--- config.mk ---
export PLATFORM = sky130hd
export DESIGN_NAME = interpolate_linear_flat
export DESIGN_NICKNAME = d
export VERILOG_FILES = /design/src/rtl/interpolate_linear_if.sv /design/src/rtl/interpolate_linear.sv /design/src/flat_wrapper.sv
export SDC_FILE = /design/constraint.sdc
export NUM_CORES = 1
export LEC_CHECK = 0
export CAP_MARGIN = 20
export CORE_UTILIZATION = 55
export CTS_CLUSTER_DIAMETER = 100
export DETAILED_ROUTE_END_ITERATION = 8
export PLACE_DENSITY = 0.73
export RECOVER_POWER = 100
export SKIP_CTS_REPAIR_TIMING = 1
export SYNTH_ARGS = -nofsm -noshare
export SYNTH_HDL_FRONTEND = slang
export SYNTH_SLANG_ARGS = --single-unit
--- constraint.sdc ---
create_clock -name clk_i -period 4 [get_ports clk_i]
set_input_delay 0.8 -clock clk_i [delete_from_list [all_inputs] [get_ports clk_i]]
set_output_delay 0.8 -clock clk_i [all_outputs]
set_load 0.01 [all_outputs]
--- src/rtl/interpolate_linear_if.sv ---
// ---------------------------------------------------------------------------
// interpolate_linear_if
//   Sample and status bundle for the interpolate_linear reconstruction stage.
//   master : the side that supplies decimated samples and clears the flags
//   slave  : the interpolator itself
//   Signals
//     data_valid_i : single-cycle strobe qualifying data_i
//     data_i       : signed decimated sample (gain 2^N)
//     clear_i      : synchronous clear of the sticky error flags
//     data_valid_o : high while the output is interpolating
//     data_o       : signed unity-gain interpolated output
//     underrun_o   : sticky, next sample arrived late
//     overrun_o    : sticky, next sample arrived early
// ---------------------------------------------------------------------------
interface interpolate_linear_if #(
   parameter int INPUT_WIDTH  = 19,
   parameter int OUTPUT_WIDTH = 14
);
   logic                           data_valid_i;
   logic signed [INPUT_WIDTH-1:0]  data_i;
   logic                           clear_i;
   logic                           data_valid_o;
   logic signed [OUTPUT_WIDTH-1:0] data_o;
   logic                           underrun_o;
   logic                           overrun_o;

   modport master (
      output data_valid_i, data_i, clear_i,
      input  data_valid_o, data_o, underrun_o, overrun_o
   );

   modport slave (
      input  data_valid_i, data_i, clear_i,
      output data_valid_o, data_o, underrun_o, overrun_o
   );
endinterface

--- src/rtl/interpolate_linear.sv ---
// ---------------------------------------------------------------------------
// interpolate_linear
//   Full-rate reconstruction stage. Takes decimated samples of gain 2^N that
//   arrive every 2^N clocks and produces a unity-gain, linearly interpolated
//   signal at the full clock rate. Sticky flags report early/late samples.
//   Ports
//     clk_i  : system clock, rising edge
//     rst_ni : asynchronous active-low reset
//     bus    : interpolate_linear_if slave (samples in, interpolated out, flags)
// ---------------------------------------------------------------------------
module interpolate_linear #(
   parameter  int LOG2_INTERP_FACTOR = 5,
   parameter  int INPUT_WIDTH        = 19,
   localparam int OUTPUT_WIDTH       = INPUT_WIDTH - LOG2_INTERP_FACTOR
) (
   input  logic                 clk_i,
   input  logic                 rst_ni,
   interpolate_linear_if.slave  bus
);

   localparam int N      = LOG2_INTERP_FACTOR;
   localparam int DIFF_W = INPUT_WIDTH + 1;
   localparam int ACC_W  = INPUT_WIDTH + N + 1;

   typedef enum logic [1:0] {
      IDLE,
      PRIME,
      RUN
   } state_e;

   state_e                         state_q,    state_d;
   logic signed [INPUT_WIDTH-1:0]  last_q,     last_d;
   logic signed [DIFF_W-1:0]       diff_q,     diff_d;
   logic signed [ACC_W-1:0]        acc_q,      acc_d;
   logic        [N-1:0]            k_q,        k_d;
   logic                           dvo_q,      dvo_d;
   logic signed [OUTPUT_WIDTH-1:0] dout_q,     dout_d;
   logic                           underrun_q, underrun_d;
   logic                           overrun_q,  overrun_d;

   logic k_last;
   logic set_under;
   logic set_over;

   assign k_last = (k_q == '1);

   always_comb begin
      state_d   = state_q;
      last_d    = last_q;
      diff_d    = diff_q;
      acc_d     = acc_q;
      k_d       = k_q;
      set_under = 1'b0;
      set_over  = 1'b0;

      unique case (state_q)
         IDLE: begin
            if (bus.data_valid_i) begin
               last_d  = bus.data_i;
               state_d = PRIME;
            end
         end
         PRIME, RUN: begin
            if (bus.data_valid_i) begin
               // Restart the ramp at the previous endpoint (scaled to 2^2N
               // gain); diff carries one extra bit for full-scale steps.
               acc_d   = ACC_W'({{(N + 1){last_q[INPUT_WIDTH-1]}}, last_q} << N);
               diff_d  = {bus.data_i[INPUT_WIDTH-1], bus.data_i}
                       - {last_q[INPUT_WIDTH-1], last_q};
               last_d  = bus.data_i;
               k_d     = '0;
               state_d = RUN;
               if ((state_q == RUN) && !k_last) begin
                  set_over = 1'b1;
               end
            end else if (state_q == RUN) begin
               if (!k_last) begin
                  acc_d = acc_q + {{N{diff_q[DIFF_W-1]}}, diff_q};
                  k_d   = k_q + N'(1);
               end else begin
                  // Sample is late: hold the final point of the ramp.
                  set_under = 1'b1;
               end
            end
         end
         default: begin
            state_d = IDLE;
         end
      endcase

      // acc carries gain 2^2N; arithmetic shift gives floor truncation.
      dout_d     = OUTPUT_WIDTH'(acc_q >>> (2 * N));
      dvo_d      = (state_q == RUN);
      underrun_d = (underrun_q & ~bus.clear_i) | set_under;
      overrun_d  = (overrun_q  & ~bus.clear_i) | set_over;
   end

   always_ff @(posedge clk_i or negedge rst_ni) begin
      if (!rst_ni) begin
         state_q    <= IDLE;
         last_q     <= '0;
         diff_q     <= '0;
         acc_q      <= '0;
         k_q        <= '0;
         dvo_q      <= 1'b0;
         dout_q     <= '0;
         underrun_q <= 1'b0;
         overrun_q  <= 1'b0;
      end else begin
         state_q    <= state_d;
         last_q     <= last_d;
         diff_q     <= diff_d;
         acc_q      <= acc_d;
         k_q        <= k_d;
         dvo_q      <= dvo_d;
         dout_q     <= dout_d;
         underrun_q <= underrun_d;
         overrun_q  <= overrun_d;
      end
   end

   assign bus.data_valid_o = dvo_q;
   assign bus.data_o       = dout_q;
   assign bus.underrun_o   = underrun_q;
   assign bus.overrun_o    = overrun_q;

endmodule

--- src/flat_wrapper.sv ---
// flat-port wrapper written by rule: the top's interface ports become plain ports
module interpolate_linear_flat 
#(
   parameter  int LOG2_INTERP_FACTOR = 5,
   parameter  int INPUT_WIDTH        = 19,
   localparam int OUTPUT_WIDTH       = INPUT_WIDTH - LOG2_INTERP_FACTOR
)
  (clk_i, rst_ni, bus_data_valid_i, bus_data_i, bus_clear_i, bus_data_valid_o, bus_data_o, bus_underrun_o, bus_overrun_o);
  interpolate_linear_if #(.INPUT_WIDTH(INPUT_WIDTH)) bus_i ();
  input  logic clk_i;
  input  logic rst_ni;
  input wire logic [$bits(bus_i.data_valid_i)-1:0] bus_data_valid_i;
  input wire logic [$bits(bus_i.data_i)-1:0] bus_data_i;
  input wire logic [$bits(bus_i.clear_i)-1:0] bus_clear_i;
  output wire logic [$bits(bus_i.data_valid_o)-1:0] bus_data_valid_o;
  output wire logic [$bits(bus_i.data_o)-1:0] bus_data_o;
  output wire logic [$bits(bus_i.underrun_o)-1:0] bus_underrun_o;
  output wire logic [$bits(bus_i.overrun_o)-1:0] bus_overrun_o;
  assign bus_i.data_valid_i = bus_data_valid_i;
  assign bus_i.data_i = bus_data_i;
  assign bus_i.clear_i = bus_clear_i;
  assign bus_data_valid_o = bus_i.data_valid_o;
  assign bus_data_o = bus_i.data_o;
  assign bus_underrun_o = bus_i.underrun_o;
  assign bus_overrun_o = bus_i.overrun_o;
  interpolate_linear #(.LOG2_INTERP_FACTOR(LOG2_INTERP_FACTOR), .INPUT_WIDTH(INPUT_WIDTH)) u_core (.clk_i(clk_i), .rst_ni(rst_ni), .bus(bus_i));
endmodule
==> After elaboration in Yosys (flattened, before gate mapping) <==
Index checks and enable logic that the tools add are counted.
{ "word_totals": {"in_bits": 23, "word_cells": 49, "reg_bits": 88} }
{ "classes": {"eq_ne": 6, "addsub": 3, "mux": 16, "bitwise": 5, "n_reduce_logical": 10} }
{ "ops": {"columns": ["cell", "n"], "rows": [
  ["2-to-1 mux 25 bit", 3],
  ["adder 25 bit", 1],
  ["subtractor 19 x 19 -> 20 bit", 1],
  ["2-to-1 mux 5 bit", 3],
  ["2-to-1 mux 1 bit", 7],
  ["!= test 2 bit (second input constant)", 3],
  ["AND reduction 2 bit", 3],
  ["adder 5 x 1 -> 5 bit (second input constant)", 1],
  ["equality test 5 bit (second input constant)", 1],
  ["2-to-1 mux 2 bit", 2],
  ["case mux 2 bit (2 select lines)", 1],
  ["AND reduction 3 bit", 1],
  ["OR reduction 3 bit", 1],
  ["AND 1 bit", 2],
  ["equality test 2 x 1 -> 1 bit (second input constant)", 1],
  ["equality test 2 bit (second input constant)", 1],
  ["zero test 2 bit", 1],
  ["bitwise OR 1 bit", 2],
  ["nonzero test 2 bit", 1],
  ["OR reduction 2 bit", 1],
  ["logical AND 1 bit", 1],
  ["zero test 1 bit", 1],
  ["inverter 1 bit", 1]
]} }

==> Logic depth before layout (Yosys ltp) <==
Gate-level depths: netlist (run 1).
{ "logic_depth": {"ltp_word": 7, "depth_mapped": 11, "depth_no_buf": 11} }

==> Worst setup path after synthesis (run 1) <==
Ideal clock, no wire load.
{ "synth_path": {"path_type": "input to register", "startpoint": "in bus_data_i[0]", "endpoint": "reg u_core.diff_q[18]", "required_time_ps": 3869, "path_buffers": 0, "stages": 11, "arrival_ps": 2503, "setup_slack_ps": 1366, "cell_sequence": "inv_1 ha_1 fa_1 nand2b_1 a21boi_1 o21ai_1 a21oi_1 a31oi_1 o21ai_1 xnor2_1 o21ai_1"} }
{ "synth_via": {"elab_chain_len": 1} }
{ "synth_rtl": {"columns": ["item", "line_no", "rtl"], "rows": [
  ["from (decl)", "flat_wrapper.sv:13", "input wire logic [$bits(bus_i.data_i)-1:0] bus_data_i;"],
  ["subtractor 19 x 19 -> 20 bit", "interpolate_linear.sv:69", "- {last_q[INPUT_WIDTH-1], last_q};"],
  ["to (signal assigned)", "interpolate_linear.sv:112", "diff_q <= diff_d;"],
  ["to (decl)", "interpolate_linear.sv:33", "logic signed [DIFF_W-1:0] diff_q, diff_d;"]
]} }
No other way between the ends.
A chain may end at the register's enable or synchronous reset.

==> Final worst setup path (run 1) <==
Same ends and word-level chain as after synthesis.

==> flow_summary.ini, run 1 <==
[synthesis]
synth_area_per_cell_um2 = 9.08
yosysWarnings = 0
synth_fp_nets = 657
seq_area_frac_synth = 0.411
async_flop_share = 1.00
netlist_top_cells_area = dfrtp_1, ha_1, nand2_1
synth_top_area_share = 0.411
synth-edff-count = 0
yosys_most_used_dff = dfrtp_1
ys_types = 54
syn_inst = 584
synth.largest_area_cell = dfrtp_1
syn_area_um2 = 5300
ys_ff_latch = 87

[sta]
layout_min_cycle_time_ns = 3.18
hold_violations = 0
slew_headroom = -0.0862
clock_skew_ns = 0.0100
period_share = 0.795
slew_violations = 67
tightest_slew_ns = 1.63
tns_ns = 0
fmax_ghz = 0.314
setup_viol = 0
rsz0062_at_grt = no

[detailed_routing]
drc = 0
final_antenna_net_count = 0
vias = 4317
firstDrtPassIters = 4
via_per_inst = 5.71
drt_iter0_drc = 208
wire_per_inst_um = 15.6
routed_wl_um = 11800

[grt]
grt.overflow.total = 0
grt_usage = 0.267
first_global_vias = 4405
antenna_found_initial = 0
grt_max_degree = 67
grt_pass1_wl_um = 21000

[layout]
layout-drive-gt1-share = 0.0415
multiInputGateArea_um2 = 2900
seq_area_um2 = 2180
final_cell_area_um2 = 6040
final_cell_mix = dfrtp_1, nand2_1, o21ai_0, ha_1, a21oi_1
area_delta_synth_final_pct = 13.9
nNetsFinal = 695
diodes = 0
fillCellCount = 795
final_common_cell = dfrtp_1

[critical_path]
crit_chain = clkdlybuf4s50_1 > inv_1 > ha_1 > fa_1 > nand2b_1 > a21boi_0 > o21ai_0 > a21oi_1 > a31oi_1 > o21ai_0 > xnor2_1 > o21ai_1
crit_fanout = 3
worstSetupStartpointType = primary input
arrival_ns = 3.38
cpMostUsedCell = o21ai_0
crit_family = compound AO/OA/AOI/OAI gates
critPathKind = in2reg
end_kind = register
critPathSlowestCell = clkdlybuf4s50_1
rrSetupSlack_ns = 0.98
slowest_delay_ns = 0.47
cp_num_buf_inv = 2
cp.required_ns = 4.20

[clock_tree]
cts_buffer_depth = 2
clock-sinks = 87
clk_pin_slew_worst_paths_ns = 0.09
root_buffer = clkbuf_8
cts_made_buffers = 9
cts_tree = built
clkLatencyLatePin_ns = 0.36
htreeDepth = 3

[power]
pwr-share-comb = 0.560
p_sw_frac = 0.439
p_per_area_nw_per_um2 = 842
peakVddDrop_mv = 0.318
clockPowerShare = 0.147
internal_power_mw = 2.85
seq_power_share = 0.293
cellLeakagePower_nw = 2.81
p_sw_mw = 2.23

[placement]
placed_area_um2 = 5830
dp_hpwl_um = 8940
gp_congestion = 0.905
io_buffers = 39

[floorplanning]
core.rowCount = 35
die_y_um = 100
ios = 40
start_util = 0.571
dieArea_um2 = 10000
die_w_um = 100
core-area_um2 = 9280

[worst_hold_path]
hold_class = reg2reg

[status]
violations = capacitance limit, slew limit
outcome = finished, violations left

[run]
cap_violations = 1
[path summary, 6_finish.rpt]
check,from,endpoint,cells past startpoint
max,bus_data_i[0],u_core.diff_q[18]$_DFFE_PN0P_,12
max reg2reg,u_core.acc_q[0]$_DFFE_PN0P_,u_core.acc_q[16]$_DFFE_PN0P_,11
min in group asynchronous,rst_ni,u_core.acc_q[0]$_DFFE_PN0P_,1
min reg2reg,u_core.acc_q[21]$_DFFE_PN0P_,u_core.bus.data_o[11]$_DFF_PN0_,0
min,u_core.acc_q[21]$_DFFE_PN0P_,u_core.bus.data_o[11]$_DFF_PN0_,0
max in group asynchronous,rst_ni,u_core.acc_q[23]$_DFFE_PN0P_,2
[power by group through the flow]
stage / logic [mW] / clock network (mW) / registers [mW]
final: 2.85 / 0.745 / 1.49
after detailed placement: 2.91 / 0 / 1.51
after floorplan: 2.18 / 0 / 1.46
after global routing: 3.23 / 0.789 / 1.53
after CTS: 2.94 / 0.759 / 1.49
after global placement: 2.85 / 0 / 1.49
[metrics by stage]
stage / utilization / cells / hold WS [ns] / total power [mW] / setup slack (ns)
4_1_cts: 0.655 / 756 / 0.421 / 5.19 / 0.987
2_1_floorplan: - / 584 / 0.380 / 3.64 / 1.37
3_5_place_dp: 0.628 / 740 / 0.395 / 4.42 / 0.607
6_report: 0.650 / 756 / 0.419 / 5.08 / 0.819
5_1_grt: 0.650 / 756 / 0.428 / 5.55 / 0.460
3_3_place_gp: 0.628 / 740 / 0.396 / 4.34 / 0.634
[registers in the layout, summed over array words and instances, names as in the netlist]
name	count
u_core.state_q	2
u_core.acc_q	24
u_core.k_q	5
u_core.diff_q	20
u_core.bus.overrun_o	1
u_core.bus.data_o	14
u_core.last_q	19
u_core.bus.data_valid_o	1
u_core.bus.underrun_o	1
[per-layer routing]
metal,global-route usage,share of wire,vias up
met2,0.433,0.46,91
met5,0,0,-
met1,0.376,0.49,2048
met3,0.0299,0.033,12
li1,-,-,2166
met4,0.0847,0.014,0
[synthesized netlist by cell type, drive strengths merged (2+ instances only)]
master   count
a211oi       5
a21boi       5
a21o        15
a21oi       46
a22o         4
a31o         2
a31oi        7
and2         3
and3         8
and4         2
buf          3
clkbuf      17
dfrtp       87
fa           2
ha          48
inv         34
mux2         2
mux2i        3
nand2       77
nand2b      10
nand3        8
nand4        5
nor2        19
nor2b        5
nor3        13
o2111ai      2
o211ai       5
o21a         7
o21ai       80
o21bai       2
o221ai       3
o22ai        5
o31ai        8
xnor2       15
xor2        14
[cell type report]
class,count,share of cell area
multi-input combinational,443,0.481
clock inverter,7,0.0199
timing repair buffer,47,0.0701
sequential,87,0.361
clock buffer,9,0.0205
inverter,34,0.0211
tap,129,0.0267
[kinds of logic (layout without fill, tap and decap cells)]
family,count (synthesis),count (layout),synth area share
xor+xnor,29,29,0.0479
flops,87,87,0.411
compound gates,202,202,0.233
fa+ha+maj,50,50,0.121
buf+inv,54,97,0.0389
simple gates,157,157,0.139
mux,5,5,0.00991
Note: power is estimated with default switching activity, not from simulation.
==> run 2, diff against run 1 <==
==> constraint.sdc (replaced) <==
create_clock -name clk_i -period 3.1 [get_ports clk_i]
set_input_delay 0.62 -clock clk_i [delete_from_list [all_inputs] [get_ports clk_i]]
set_output_delay 0.62 -clock clk_i [all_outputs]
set_load 0.01 [all_outputs]
==> run 2 against run 1 <==
The run still ends with capacitance limit, slew limit left. Sequential cell count stayed put. Sequential share of layout area down 0.082 points. Setup slack worse by 0.54 ns. Final cell count is 1.1% higher. Clock skew grew 0.0025 ns. Clock-buffer cell count is 1 higher. Design area grew 0.23%. Die area unchanged. Critical endpoint is now u_core.acc_q[22]$_DFFE_PN0P_.
==> flow_summary.ini, run 2 (synthesis results as in run 1) <==
[power]
cellLeakagePower_nw = 2.83
internal_power_mw = 3.50
p_total_mw = 6.40
clockPowerShare = 0.116
peakVddDrop_mv = 0.427
seq_power_share = 0.301
p_sw_frac = 0.452
pwr-share-comb = 0.584
p_sw_mw = 2.89
p_per_area_nw_per_um2 = 1060

[layout]
utilization = 0.652
largestRegisters = u_core.acc_q x24, u_core.diff_q x20, u_core.last_q x19
final_common_cell = dfrtp_1
layout-drive-gt1-share = 0.0598
largest_reg_flops = 24
fillCellCount = 789
multiInputGateArea_um2 = 2910
nNetsFinal = 703
diodes = 0
seq_area_um2 = 2180
regMostFlops = u_core.acc_q
final_cell_mix = dfrtp_1, nand2_1, o21ai_0, ha_1, a21oi_1
area_delta_synth_final_pct = 14.1
instances_no_fill = 764
final_cell_area_um2 = 6050

[sta]
fmax_ghz = 0.355
slew_violations = 40
layout_min_cycle_time_ns = 2.82
setup_viol = 0
whs_ns = 0.423
tightest_slew_ns = 2.17
rsz0062_at_grt = no
clock_skew_ns = 0.0126
slew_headroom = -0.444
setup_slack_ns = 0.279
hold_violations = 0
tns_ns = 0
period_share = 0.910

[worst_hold_path]
holdPathStages = 0
hold_class = reg2reg

[clock_tree]
root_buffer = clkbuf_8
clock-sinks = 87
cts_made_buffers = 9
htreeDepth = 3
clk_pin_slew_worst_paths_ns = 0.09
cts_tree = built
clkLatencyLatePin_ns = 0.35
cts_buffer_depth = 2

[placement]
gp_congestion = 0.939
place_ws_ns = 0.00684
io_buffers = 39
place_inst = 748
placed_area_um2 = 5890
dp_hpwl_um = 9110

[detailed_routing]
drc = 0
wire_per_inst_um = 15.6
drt_iter0_drc = 190
via_per_inst = 5.70
final_antenna_net_count = 0
firstDrtPassIters = 4
vias = 4353
routed_wl_um = 11900

[grt]
first_global_vias = 4302
grt_max_degree = 40
antenna_found_initial = 0
grt.overflow.total = 0
grt_usage = 0.260
grt_pass1_wl_um = 20400

[floorplanning]
dieArea_um2 = 10000
core-area_um2 = 9280
start_util = 0.571
die_w_um = 100
core.rowCount = 35
ios = 40
die_y_um = 100

[critical_path]
cp.required_ns = 3.31
reg2regPathDepth = 11
end_kind = register
rrSetupSlack_ns = 0.28
worstSetupStartpointType = register
arrival_ns = 3.03
crit_fanout = 3
critPathKind = reg2reg

[status]
violations = capacitance limit, slew limit
outcome = finished, violations left

[run]
cap_violations = 1
## run 2: changes by cell type in the layout (fill, tap and decap cells not counted), moves of 2 or more
cell	delta
bufinv_16	-3
clkbuf_1	-2
clkbuf_4	+2
buf_4	+7
o21ai_1	-2
o21ai_0	+2
## run 2: final timing paths
path | startpoint | to
max | u_core.acc_q[0]$_DFFE_PN0P_ | u_core.acc_q[22]$_DFFE_PN0P_
min | u_core.acc_q[21]$_DFFE_PN0P_ | u_core.bus.data_o[11]$_DFF_PN0_
max reg2reg | u_core.acc_q[0]$_DFFE_PN0P_ | u_core.acc_q[22]$_DFFE_PN0P_
min reg2reg | u_core.acc_q[21]$_DFFE_PN0P_ | u_core.bus.data_o[11]$_DFF_PN0_
max in group asynchronous | rst_ni | u_core.bus.data_o[13]$_DFF_PN0_
min in group asynchronous | rst_ni | u_core.acc_q[0]$_DFFE_PN0P_
## run 2: power by group through the flow
| stage | combinational [mW] | clock [mW] | sequential [mW] |
|---|---|---|---|
| global placement | 3.73 | 0 | 1.93 |
| detailed placement | 3.81 | 0 | 1.95 |
| floorplan | 2.82 | 0 | 1.88 |
| finish | 3.73 | 0.739 | 1.93 |
| global route | 4.21 | 0.803 | 1.98 |
| CTS | 3.83 | 0.756 | 1.93 |
## run 2: cell type report
| cell class | count | area share |
|---|---|---|
| Timing Repair Buffer | 55 | 0.0807 |
| Inverter | 34 | 0.0211 |
| Tap cell | 129 | 0.0267 |
| Multi-Input combinational cell | 443 | 0.482 |
| Clock inverter | 6 | 0.00724 |
| Sequential cell | 87 | 0.360 |
| Clock buffer | 10 | 0.0228 |
## run 2: worst max-delay path, stage by stage, from the launching register on
cell,delay (ns)
dfrtp_1,0.37
ha_1,0.20
inv_1,0.06
fa_1,0.38
nor2b_1,0.20
o31a_1,0.20
o21ai_0,0.18
o211ai_1,0.28
a41oi_2,0.22
o21ai_0,0.32
xnor2_1,0.16
o221ai_1,0.11
## run 2: per-layer routing
layer,track usage,vias to the layer above,routed length (um)
met5,0,-,0
met3,0.0306,17,590
met4,0.0825,0,167
met2,0.424,98,5390
met1,0.364,2062,5800
li1,-,2176,-
==> variant 1 (config.mk and constraints of run 1) <==
Re-encode `state_e` (3 states) as one-hot, 3 bits wide.
--- a/src/rtl/interpolate_linear.sv
+++ b/src/rtl/interpolate_linear.sv
@@ -24,6 +24,6 @@
 
-   typedef enum logic [1:0] {
-      IDLE,
-      PRIME,
-      RUN
+   typedef enum logic [2:0] {
+      IDLE  = 3'b001,
+      PRIME = 3'b010,
+      RUN   = 3'b100
    } state_e;
Check against the original RTL: no difference found for any inputs over 4 cycles, from zero or initial values and one cycle with rst_ni low; so few cycles prove little.
==> variant 1 against run 1 <==
Global-route usage down 1.5 points; worst setup slack lost 0.28 ns; sequential cell count is 1 higher; power rose by 4.1%; hold slack improved by 0.0017 ns; maximum frequency is 8.1% lower; via count fell by 2.3%; largest cell class unchanged; sequential power grew 4%; sequential share of layout area rose by 0.090 points; final cell count shrank 2.4%; final area up 0.95%; the flow still finishes with violations (capacitance limit, slew limit); wire length decreased by 0.25%; die area increased by 2.0%; area after synthesis is 2.0% higher.
==> variant 1: results <==
[clocking]
cts_root_buf = clkbuf_8
clockBufferDepth = 2
clk_latency_ns = 0.36
h-tree-depth = 3
cts_made_buffers = 9
cts.clk_slew.worst_paths_ns = 0.09

[setup_path]
startpoint = bus_data_valid_i
slowest_stage = clkbuf_1
critPathArrivalTime_ns = 3.71
r2r.worst_path.cells = 10
max_stage_delay_ns = 1.20
timing.rr.end = u_core.diff_q[18]
reg2reg_slack_ns = 1.19
path_max_fanout = 36
critical_path.endpoint = u_core.last_q[16]
rr_startpoint = u_core.last_q[0]

[sta]
clock_skew_ns = 0.01714
finalCriticalPeriod_ns = 3.462
hold_ws_ns = 0.4204
slew_violations = 74
tightestPinTransition_ns = 1.844

[placement]
dpl.hpwl_mm = 8.749
place.gp.congestion = 0.9384
dp_slack_ns = 0.5590
io_buffer_count = 39

[finish]
top_regs = u_core.acc_q: 24 flops, u_core.diff_q: 20 flops, u_core.last_q: 19 flops
drive_above_1_share_pct = 8.374
diodes = 0
fin_nets = 673
n_fill_cell = 835

[synthesis]
synthArstFlopShare_pct = 100.0
syn_nets = 637
synth_area_leaders = dfrtp_1, ha_1, a21oi_1
ys_seq_area_share_pct = 40.74
ys_types = 57
synth_common_cells = dfrtp_1, a21oi_1, nand2_1
ys_warn_count = 0

[power_and_ir_drop]
p_leak_nw = 2.816
ir_drop_v = 0.0003571

[route]
wl_met1_mm = 5.670
met3_length_um = 459
wl_mm = 11.77
dr.pass1.iters = 5
drt-initial-drc-count = 135
via_per_inst = 5.717
wl_met2_mm = 5.489
top_layer_used = met4

[min_path]
min-delay-path-class = flip-flop to flip-flop

[global_route]
grt.total_usage_pct = 25.13
grt_pass1_wl_mm = 19.78
first_global_vias = 4171
antenna_found_initial = 0
grt_start_max_net_pins = 89

[outcome]
status = complete, but fails checks
failed_checks = capacitance limit, slew limit

[floorplan]
die_x_um = 101.2

[job]
cap_violations = 2
## variant 1: cell types whose count changed in the layout (fill, tap and decap cells not counted), moves of 6 or more
| cell | before | now |
|---|---|---|
| a21oi_1 | 46 | 55 |
| mux2_2 | 2 | 19 |
| nand2_1 | 77 | 49 |
| o21ai_1 | 17 | 3 |
| o21ai_0 | 63 | 43 |
| nor2_1 | 19 | 29 |
| nand3_1 | 8 | 14 |
## variant 1: critical path: cells and delay by family
family / cells / cell delay, ns
AO/OA/AOI/OAI: 1 / 0.10
buffers and inverters: 3 / 2.30
multiplexers: 1 / 0.48
## variant 1: per-stage QoR
stage          area (sq um)  utilization, %  power (W)  instances
6_report               6093           65.02   0.005291        738
5_1_grt                6093           65.02   0.005767        738
4_1_cts                6106           65.15   0.005328        736
3_5_place_dp           5893           62.88   0.004641        720
3_3_place_gp           5893           62.88   0.004561        720
2_1_floorplan          5409               -   0.003897        568
## variant 1: per-layer routing
layer | global-route usage [%] | up-vias
met5 | 0 | -
met4 | 8.473 | 0
met3 | 2.899 | 13
met2 | 40.82 | 81
met1 | 35.19 | 2019
li1 | - | 2106
## variant 1: layout make-up
class,instances,area [sq um],area share [%]
Timing Repair Buffer,45,419.2,6.879
Clock buffer,11,131.4,2.156
Multi-Input combinational cell,427,2973,48.79
Inverter,33,123.9,2.033
Clock inverter,5,81.33,1.335
Sequential cell,88,2203,36.16
Tap cell,129,161.4,2.649
## variant 1: worst min-delay path by stage
stage               cells after the start                    end        startpoint
floorplan                               0  u_core.bus.data_o[10]  u_core.acc_q[20]
global placement                        0   u_core.bus.data_o[9]  u_core.acc_q[19]
detailed placement                      0   u_core.bus.data_o[9]  u_core.acc_q[19]
CTS                                     0  u_core.bus.data_o[12]  u_core.acc_q[22]
global route                            0  u_core.bus.data_o[12]  u_core.acc_q[22]
finish                                  0  u_core.bus.data_o[12]  u_core.acc_q[22]
## variant 1: cells by family after synthesis
family	Yosys count	synth area share [%]
fa+ha+maj	46	10.92
simple gates	150	13.56
compound gates	172	20.06
flops	88	40.74
xor+xnor	35	5.667
mux	24	4.881
buf+inv	53	4.187
## variant 1: where the power goes
| group | internal, W | switching (W) |
|---|---|---|
| Combinational | 0.00137 | 0.00169 |
| Clock | 0.000353 | 0.000317 |
| Sequential | 0.00127 | 0.000286 |
| Total | 0.00300 | 0.00229 |
==> variant 2 (settings of run 1) <==
Without the edit above. Make the reset (`rst_ni`) synchronous in one clocked block. Comments in the files are not updated.
--- a/src/rtl/interpolate_linear.sv
+++ b/src/rtl/interpolate_linear.sv
@@ -97,3 +97,3 @@
 
-   always_ff @(posedge clk_i or negedge rst_ni) begin
+   always_ff @(posedge clk_i) begin
       if (!rst_ni) begin
Function: differs if rst_ni is asserted again (counterexample within 4 cycles, from zero or initial values and one cycle with rst_ni low); with rst_ni held inactive, the same outputs for 4 cycles.
==> variant 2 against run 1 <==
Final area increased by 0.35%; global-route usage increased by 3.6 points; area after synthesis rose by 1.8%; highest routed layer unchanged; first-iteration DRC count is 27% higher; wire length increased by 23%; sequential cell count did not move; synthesized cell count grew 16%; non-clock buffer count is the same; worst setup slack got worse by 0.14 ns; register-to-register slack worse by 0.21 ns; critical path type unchanged.
Power is not compared: it rests on default switching activity, and its combinational part moved more than twofold at a synthesized area within 25%.
==> variant 2: results <==
[placement]
dpl.hpwl_mm = 10.89
place.gp.congestion = 0.9656
placedCellCount = 824
place_area_sq_mm = 0.005887
dp_slack_ns = 0.7066

[setup_path]
critPathArrivalTime_ns = 3.60
r2r.worst_path.cells = 8
reg2reg_slack_ns = 0.77
path_max_fanout = 17
rr_startpoint = u_core.k_q[0]
critical_path.endpoint = u_core.acc_q[14]
startpoint = bus_data_valid_i

[sta]
fin_ws_ns = 0.6776
clock_skew_ns = 0.01064
hold_ws_ns = 0.4602
tightestPinTransition_ns = 1.360

[min_path]
hold_depth = 2
min-delay-start = u_core.last_q[10]
whs_endpoint = u_core.last_q[10]

[synthesis]
synthFlopType = dfxtp_1
ys_seq_area_share_pct = 32.26
syn_nets = 749
ys_types = 75
synth_common_cells = nand2_1, dfxtp_1, a21oi_1
synth_area_leaders = dfxtp_1, ha_1, a21oi_1
synthArstFlopShare_pct = 0
synthCells = 676

[route]
dr.pass1.iters = 5
wl_mm = 14.53
drt-initial-drc-count = 264
via_per_inst = 6.071

[global_route]
first_global_vias = 4970
grt.total_usage_pct = 30.26
grt_pass1_wl_mm = 23.92
grt_start_max_net_pins = 29

[finish]
drive_above_1_share_pct = 4.360
fin_nets = 779
diodes = 0
final_cells = 840

[power_and_ir_drop]
p_leak_nw = 2.450

[outcome]
status = finished clean
[variant 2: cell count changes after synthesis, moves of 7 or more]
| cell | before | now |
|---|---|---|
| and2_1 | 3 | 20 |
| nand4_1 | 5 | 12 |
| a22oi_1 | 0 | 15 |
| nand3_1 | 8 | 19 |
| nand2_1 | 77 | 97 |
| nor2_1 | 19 | 39 |
| o21ai_1 | 39 | 1 |
| a21oi_1 | 46 | 75 |
| dfxtp_1 | 0 | 87 |
| dfrtp_1 | 87 | 0 |
[variant 2: kinds of logic (layout without fill, tap and decap cells)]
group | after synthesis | in the layout | synth area share [%]
AO/OA/AOI/OAI | 211 | 211 | 25.42
XOR/XNOR | 20 | 20 | 3.245
adder cells (fa/ha/maj) | 50 | 50 | 11.87
buffers and inverters | 65 | 100 | 4.936
flip-flops | 87 | 87 | 32.26
multiplexers | 2 | 2 | 0.3708
AND/OR/NAND/NOR | 241 | 241 | 21.90
[variant 2: area by class of cell]
class | count | area, sq um
multi-input combinational | 524 | 3381
fill | 881 | 3314
sequential | 87 | 1742
timing repair buffer | 47 | 435.4
tap | 129 | 161.4
clock buffer | 11 | 141.4
inverter | 37 | 138.9
clock inverter | 5 | 57.56
[variant 2: metal layers]
layer	track usage (%)	vias up	wire length, um
met5	0	-	0
met4	10.81	0	251
met3	5.201	27	862
met2	50.03	184	6772
met1	39.55	2371	6645
li1	-	2518	-
[variant 2: critical path: stages]
cell and delay, ns:
dlygate4sd3_1 0.64, o21ai_1 1.08, clkbuf_1 0.63, a22oi_1 0.21, o221ai_1 0.23
[variant 2: power breakdown]
| group | internal (W) | switching (W) |
|---|---|---|
| sequential | 0.000923 | 0.0000442 |
| combinational | 0.000190 | 0.000337 |
| clock | 0.000305 | 0.000327 |
| total | 0.00142 | 0.000709 |
